[config.mk]
export PLATFORM = sky130hd
export DESIGN_NAME = mul_div_unit
export DESIGN_NICKNAME = d
export VERILOG_FILES = /design/src/rtl/mul_div_unit.sv
export SDC_FILE = /design/constraint.sdc
export NUM_CORES = 1
export LEC_CHECK = 0
export BUFFER_PORTS_ARGS = -buffer_cell sky130_fd_sc_hd__buf_2
export CAP_MARGIN = 5
export CORE_UTILIZATION = 29
export DETAILED_ROUTE_END_ITERATION = 10
export PLACE_DENSITY = 0.56
export SLEW_MARGIN = 40
export SYNTH_ARGS = -nofsm -noshare
export SYNTH_HDL_FRONTEND = slang
export SYNTH_SLANG_ARGS = --single-unit
export TNS_END_PERCENT = 50
[constraint.sdc]
create_clock -name clk -period 7.4 [get_ports clk]
set_input_delay 1.11 -clock clk [delete_from_list [all_inputs] [get_ports clk]]
set_output_delay 1.11 -clock clk [all_outputs]
set_load 0.02 [all_outputs]
[src/rtl/mul_div_unit.sv]
// mul_div_unit: iterative 16-bit shift-add multiplier / restoring divider, one bit per cycle.
// Optional macro MULDIV_SIGNED_EN adds two's-complement operation via a FIXUP state.
`default_nettype none

module mul_div_unit #(
    parameter int DATA_WIDTH = 16,
    parameter int CNT_WIDTH  = 5
) (
    input  logic                  clk,
    input  logic                  rst_n,
    input  logic                  start,
    input  logic                  op,
    input  logic                  signed_op,
    input  logic [DATA_WIDTH-1:0] operand_a,
    input  logic [DATA_WIDTH-1:0] operand_b,
    output logic                  busy,
    output logic                  done,
    output logic [DATA_WIDTH-1:0] result_lo,
    output logic [DATA_WIDTH-1:0] result_hi,
    output logic                  div_by_zero
);

    localparam int W = DATA_WIDTH;

`ifdef MULDIV_SIGNED_EN
    typedef enum logic [2:0] {S_IDLE, S_MUL, S_DIV, S_FIXUP, S_DONE} state_t;
`else
    typedef enum logic [2:0] {S_IDLE, S_MUL, S_DIV, S_DONE} state_t;
`endif

    state_t                 state, state_next, end_state;
    logic [CNT_WIDTH-1:0]   cnt;
    logic [2*W-1:0]         acc;
    logic [W-1:0]           opnd;
    logic                   sgn;
    logic                   last;

    // Multiply step: accumulator high half gains the multiplicand when the current multiplier bit is set.
    logic [W:0]             mul_sum;
    logic [2*W-1:0]         mul_acc;
    logic [W:0]             div_shift;
    logic [W+1:0]           div_diff;
    logic [2*W-1:0]         div_acc;

    assign last      = (cnt == CNT_WIDTH'(W - 1));
    assign mul_sum   = {1'b0, acc[2*W-1:W]} + (acc[0] ? {1'b0, opnd} : {(W+1){1'b0}});
    assign mul_acc   = {mul_sum, acc[W-1:1]};
    assign div_shift = {acc[2*W-1:W], acc[W-1]};
    assign div_diff  = {1'b0, div_shift} - {2'b0, opnd};
    assign div_acc   = div_diff[W+1] ? {div_shift[W-1:0], acc[W-2:0], 1'b0}
                                     : {div_diff[W-1:0],  acc[W-2:0], 1'b1};

`ifdef MULDIV_SIGNED_EN
    logic           op_r, neg_lo, neg_hi;
    logic           sgn_acc;
    logic [W-1:0]   abs_a, abs_b;
    logic [2*W-1:0] neg_prod;
    assign sgn_acc  = signed_op && !(op && (operand_b == '0));
    assign abs_a    = (sgn_acc && operand_a[W-1]) ? -operand_a : operand_a;
    assign abs_b    = (sgn_acc && operand_b[W-1]) ? -operand_b : operand_b;
    assign neg_prod = -acc;
`else
    logic unused_signed_op;
    assign unused_signed_op = signed_op;
    assign sgn = 1'b0;
`endif

    always_ff @(posedge clk or negedge rst_n) begin
        if (!rst_n) state <= S_IDLE;
        else        state <= state_next;
    end

    always_comb begin
        state_next = state;
        end_state  = S_DONE;
`ifdef MULDIV_SIGNED_EN
        if (sgn) end_state = S_FIXUP;
`endif
        case (state)
            S_IDLE:  if (start) state_next = op ? S_DIV : S_MUL;
            S_MUL:   if (last) state_next = end_state;
            S_DIV: begin
                if (opnd == '0)  state_next = S_DONE;
                else if (last)   state_next = end_state;
            end
`ifdef MULDIV_SIGNED_EN
            S_FIXUP: state_next = S_DONE;
`endif
            S_DONE:  state_next = S_IDLE;
            default: state_next = S_IDLE;
        endcase
    end

    assign busy = (state != S_IDLE);
    assign done = (state == S_DONE);

    always_ff @(posedge clk or negedge rst_n) begin
        if (!rst_n) begin
            cnt         <= '0;
            acc         <= '0;
            opnd        <= '0;
            result_lo   <= '0;
            result_hi   <= '0;
            div_by_zero <= 1'b0;
`ifdef MULDIV_SIGNED_EN
            sgn    <= 1'b0;
            op_r   <= 1'b0;
            neg_lo <= 1'b0;
            neg_hi <= 1'b0;
`endif
        end else begin
            case (state)
                S_IDLE: if (start) begin
                    cnt         <= '0;
                    div_by_zero <= 1'b0;
`ifdef MULDIV_SIGNED_EN
                    sgn    <= sgn_acc;
                    op_r   <= op;
                    neg_lo <= operand_a[W-1] ^ operand_b[W-1];
                    neg_hi <= operand_a[W-1];
                    acc    <= {{W{1'b0}}, op ? abs_a : abs_b};
                    opnd   <= op ? abs_b : abs_a;
`else
                    acc    <= {{W{1'b0}}, op ? operand_a : operand_b};
                    opnd   <= op ? operand_b : operand_a;
`endif
                end
                S_MUL: begin
                    acc <= mul_acc;
                    cnt <= cnt + CNT_WIDTH'(1);
                    if (last && !sgn) begin
                        result_hi <= mul_acc[2*W-1:W];
                        result_lo <= mul_acc[W-1:0];
                    end
                end
                S_DIV: begin
                    if (opnd == '0) begin
                        result_lo   <= '1;
                        result_hi   <= acc[W-1:0];
                        div_by_zero <= 1'b1;
                    end else begin
                        acc <= div_acc;
                        cnt <= cnt + CNT_WIDTH'(1);
                        if (last && !sgn) begin
                            result_hi <= div_acc[2*W-1:W];
                            result_lo <= div_acc[W-1:0];
                        end
                    end
                end
`ifdef MULDIV_SIGNED_EN
                // Core ran on magnitudes; restore signs here.
                S_FIXUP: begin
                    if (!op_r) begin
                        result_hi <= neg_lo ? neg_prod[2*W-1:W] : acc[2*W-1:W];
                        result_lo <= neg_lo ? neg_prod[W-1:0]   : acc[W-1:0];
                    end else begin
                        result_hi <= neg_hi ? -acc[2*W-1:W] : acc[2*W-1:W];
                        result_lo <= neg_lo ? -acc[W-1:0]   : acc[W-1:0];
                    end
                end
`endif
                default: ;
            endcase
        end
    end

endmodule

`default_nettype wire

==> impl_metrics.csv <==
group,metric,value,unit
floorplan,die_h,150,um
cells_and_area,area_delta_synth_final,14.6,%
clock_network,htree_num_levels,3,
clock_network,cts-root-buf,"clkbuf_16",
global_routing,grt_pass1_wl,32.0,mm
cells_and_area,finish.instance_area,7260,um2
hold_path,min_from,"cnt[3]",
clock_network,numCtsBuffers,9,
floorplan,core_area,21200,um2
power,p_comb_frac,0.394,
placement,place_congestion,0.882,
sta,holdWs,0.487,ns
sta,slew_violations,0,
global_routing,overflow,0,
hold_path,hp-class,"reg2reg",
hold_path,whs_path_depth,1,
sta,fin_skew,0.0101,ns
clock_network,cts_num_sinks,89,
power,cellPowerDensity,268,nW/um2
critical_path,ff2ff_path_depth,9,
detailed_routing,drt_iter0_drc,478,
synth,async_flop_share,1.00,
synth,syn_nets,817,
synth,synth_top_area_frac,0.352,
placement,io_buffers,70,
critical_path,reg2reg_slack,4.08,ns
sta,setup_tns,0,ns
synth,synth_seq_cells,89,
synth,ys_types,68,
power,p_int,1170,uW
critical_path,r2r-start,"opnd[14]",
critical_path,worstPathArrival,3.55,ns
synth,syn_avg_cell_area,8.52,um2
sta,hold_viol_final,0,
sta,finalCritPeriodShare,0.448,
synth,synth_area_leaders,"dfrtp_1 35%, ha_1 6.7%, mux2i_1 5.8%, a21oi_1 5.5%, nor2_1 4.7%",
sta,min_period,3.32,ns
sta,fin_ws,4.08,ns
power,p_seq_frac,0.343,
sta,rsz0062_at_grt,"false",
job,drv_cap,0,
status,status,"finished clean",
cells_and_area,insertedDiodeCount,0,
power,p_leak,0.00337,uW
critical_path,crit_path_start_kind,"flip-flop",
cells_and_area,drive_gt1_frac,0.135,
cells_and_area,n_fill_cell,2275,
power,p_clk_frac,0.262,
global_routing,grt_max_degree,81,
detailed_routing,ant_nets,0,
clock_network,clk_latency,0.35,ns
global_routing,grt_pass1_vias,5695,
placement,dpl_cell_area,6930,um2
clock_network,ctsHoldBuffers,0,
detailed_routing,drtPass1Iterations,7,
clock_network,cts_setup_buffers,0,
cells_and_area,nets,860,
synth,synth_edf_count,0,
hold_path,min_to,"cnt[3]",
global_routing,grt_use_total,0.187,
critical_path,path_class,"reg2reg",
global_routing,grt_antenna_before_repair,0,
detailed_routing,drcViolationCount,0,
power,p_sw,773,uW
sta,slew_headroom,0.539,
critical_path,rr_endpoint,"acc[23]",
power,ir_drop,0.110,mV
floorplan,die_area,22400,um2
clock_network,cts_resized,0,
critical_path,cp-startpoint,"opnd[14]",
clock_network,clockBufferDepth,2,
synth,synth_area,6340,um2
floorplan,pin_count,72,
synth,synthCells,744,
sta,final-setup-viol-count,0,
critical_path,worstPathMaxFanout,13,
placement,dp_hpwl,15.0,mm
detailed_routing,num_vias,5831,
placement,pre_cts_ws,4.10,ns
synth,yosysTopAreaCell,"dfrtp_1",
sta,worstMarginPinSlew,0.692,ns
floorplan,start_util,0.299,
power,swShare,0.398,
detailed_routing,viasPerCell,5.46,
detailed_routing,wl_per_cell,19.0,um
synth,ys_seq_area_frac,0.352,
floorplan,row_count,53,
synth,yosysWarnings,0,
critical_path,crit_required,7.64,ns
synth,synth_ff_type,"dfrtp_1",
sta,fmax,301,MHz
detailed_routing,wirelength,20.3,mm
critical_path,cp-end-kind,"flip-flop",
floorplan,dieWidth,150,um
clock_network,cts_tree,"done",
clock_network,clk_pin_slew_worst_paths,0.07,ns
==> power by group through the flow <==
stage / registers [uW] / logic, uW / clock network [uW]
floorplan: 616 / 586 / 0
global placement: 672 / 753 / 0
detailed placement: 672 / 758 / 0
CTS: 664 / 763 / 518
global route: 675 / 854 / 536
finish: 667 / 766 / 510
==> cells in the mapped netlist, types with 3 or more instances <==
library cell  instances
a211oi_1              8
a21boi_0              3
a21o_1               11
a21oi_1              70
a221oi_1             18
a22oi_1              23
a31oi_1               6
and2_1               19
buf_1                 6
buf_2                 6
clkbuf_1             34
dfrtp_1              89
ha_1                 34
inv_1                25
mux2i_1              37
nand2_1              56
nand2b_1              6
nand3_1              13
nand3b_1              3
nand4_1               8
nor2_1               79
nor2b_1               9
nor3_1                6
nor4_1                6
o211ai_1              3
o21a_1               15
o21ai_0              47
o21ai_1              15
o221ai_1              7
o22ai_1              13
o31a_1                6
xnor2_1              12
xor2_1                8
==> metal layers <==
layer	share of wire	global-route usage	routed length, um	vias up
met5	0	0	0	-
met4	0.015	0.0434	303	0
met3	0.059	0.0348	1190	22
met2	0.44	0.281	8900	174
met1	0.49	0.273	9870	2806
li1	-	-	-	2829
==> final cells by class <==
class	count	area (um2)	share of cell area
clock buffers	12	256	0.0353
flip-flops and latches	89	2230	0.307
repair buffers	80	437	0.0601
well taps	275	344	0.0474
clock inverters	4	73.8	0.0102
multi-input cells	582	3830	0.527
inverters	25	93.8	0.0129
==> cells in the final DEF, fill, tap and decap left out, drive strengths merged, types with 15 or more instances in the layout <==
cell type / n
a21oi: 71
a221oi: 18
a22oi: 23
and2: 19
buf: 79
dfrtp: 89
ha: 34
inv: 26
mux2i: 37
nand2: 57
nor2: 79
o21a: 15
o21ai: 63
==> state kept, by name (all words and copies together), names as in the netlist <==
| signal | flops |
|---|---|
| acc | 32 |
| cnt | 5 |
| div_by_zero | 1 |
| opnd | 16 |
| result_hi | 16 |
| result_lo | 16 |
| state | 3 |
==> worst max-delay path, cell delays in order (launching register included) <==
cell and delay (ns):
dfrtp_1 0.51, inv_1 0.08, ha_1 0.34, a21o_1 0.22, a211oi_1 0.43, o21a_1 0.45
nand2_2 0.36, mux2_1 0.46, a221oi_1 0.30, nor2_1 0.06
==> cells by family (layout without fill, tap and decap cells) <==
| family | count (synthesis) | after routing | synth area share |
|---|---|---|---|
| other | 1 | 1 | 0.000592 |
| adders and majority gates | 36 | 36 | 0.0735 |
| muxes | 41 | 41 | 0.0656 |
| buffers and inverters | 73 | 121 | 0.0452 |
| xor gates and xnor gates | 20 | 20 | 0.0276 |
| and+or+nand+nor | 214 | 214 | 0.156 |
| DFF | 89 | 89 | 0.352 |
| AOI/OAI and AO/OA | 270 | 270 | 0.280 |
==> worst max-delay path by stage <==
| stage | slack [ns] | to |
|---|---|---|
| after floorplan | 4.73 | acc[30] |
| after global placement | 4.07 | acc[23] |
| after detailed placement | 4.10 | acc[23] |
| after CTS | 4.09 | acc[23] |
| after global routing | 3.82 | acc[23] |
| final | 4.08 | acc[23] |
==> through the flow <==
step | util | total power [uW] | instances
2_1_floorplan | - | 1200 | 744
6_report | 0.342 | 1940 | 1067
3_5_place_dp | 0.326 | 1430 | 1051
3_3_place_gp | 0.326 | 1430 | 1051
5_1_grt | 0.342 | 2060 | 1067
4_1_cts | 0.342 | 1940 | 1067
No activity file was read; power rests on OpenSTA's default activity.
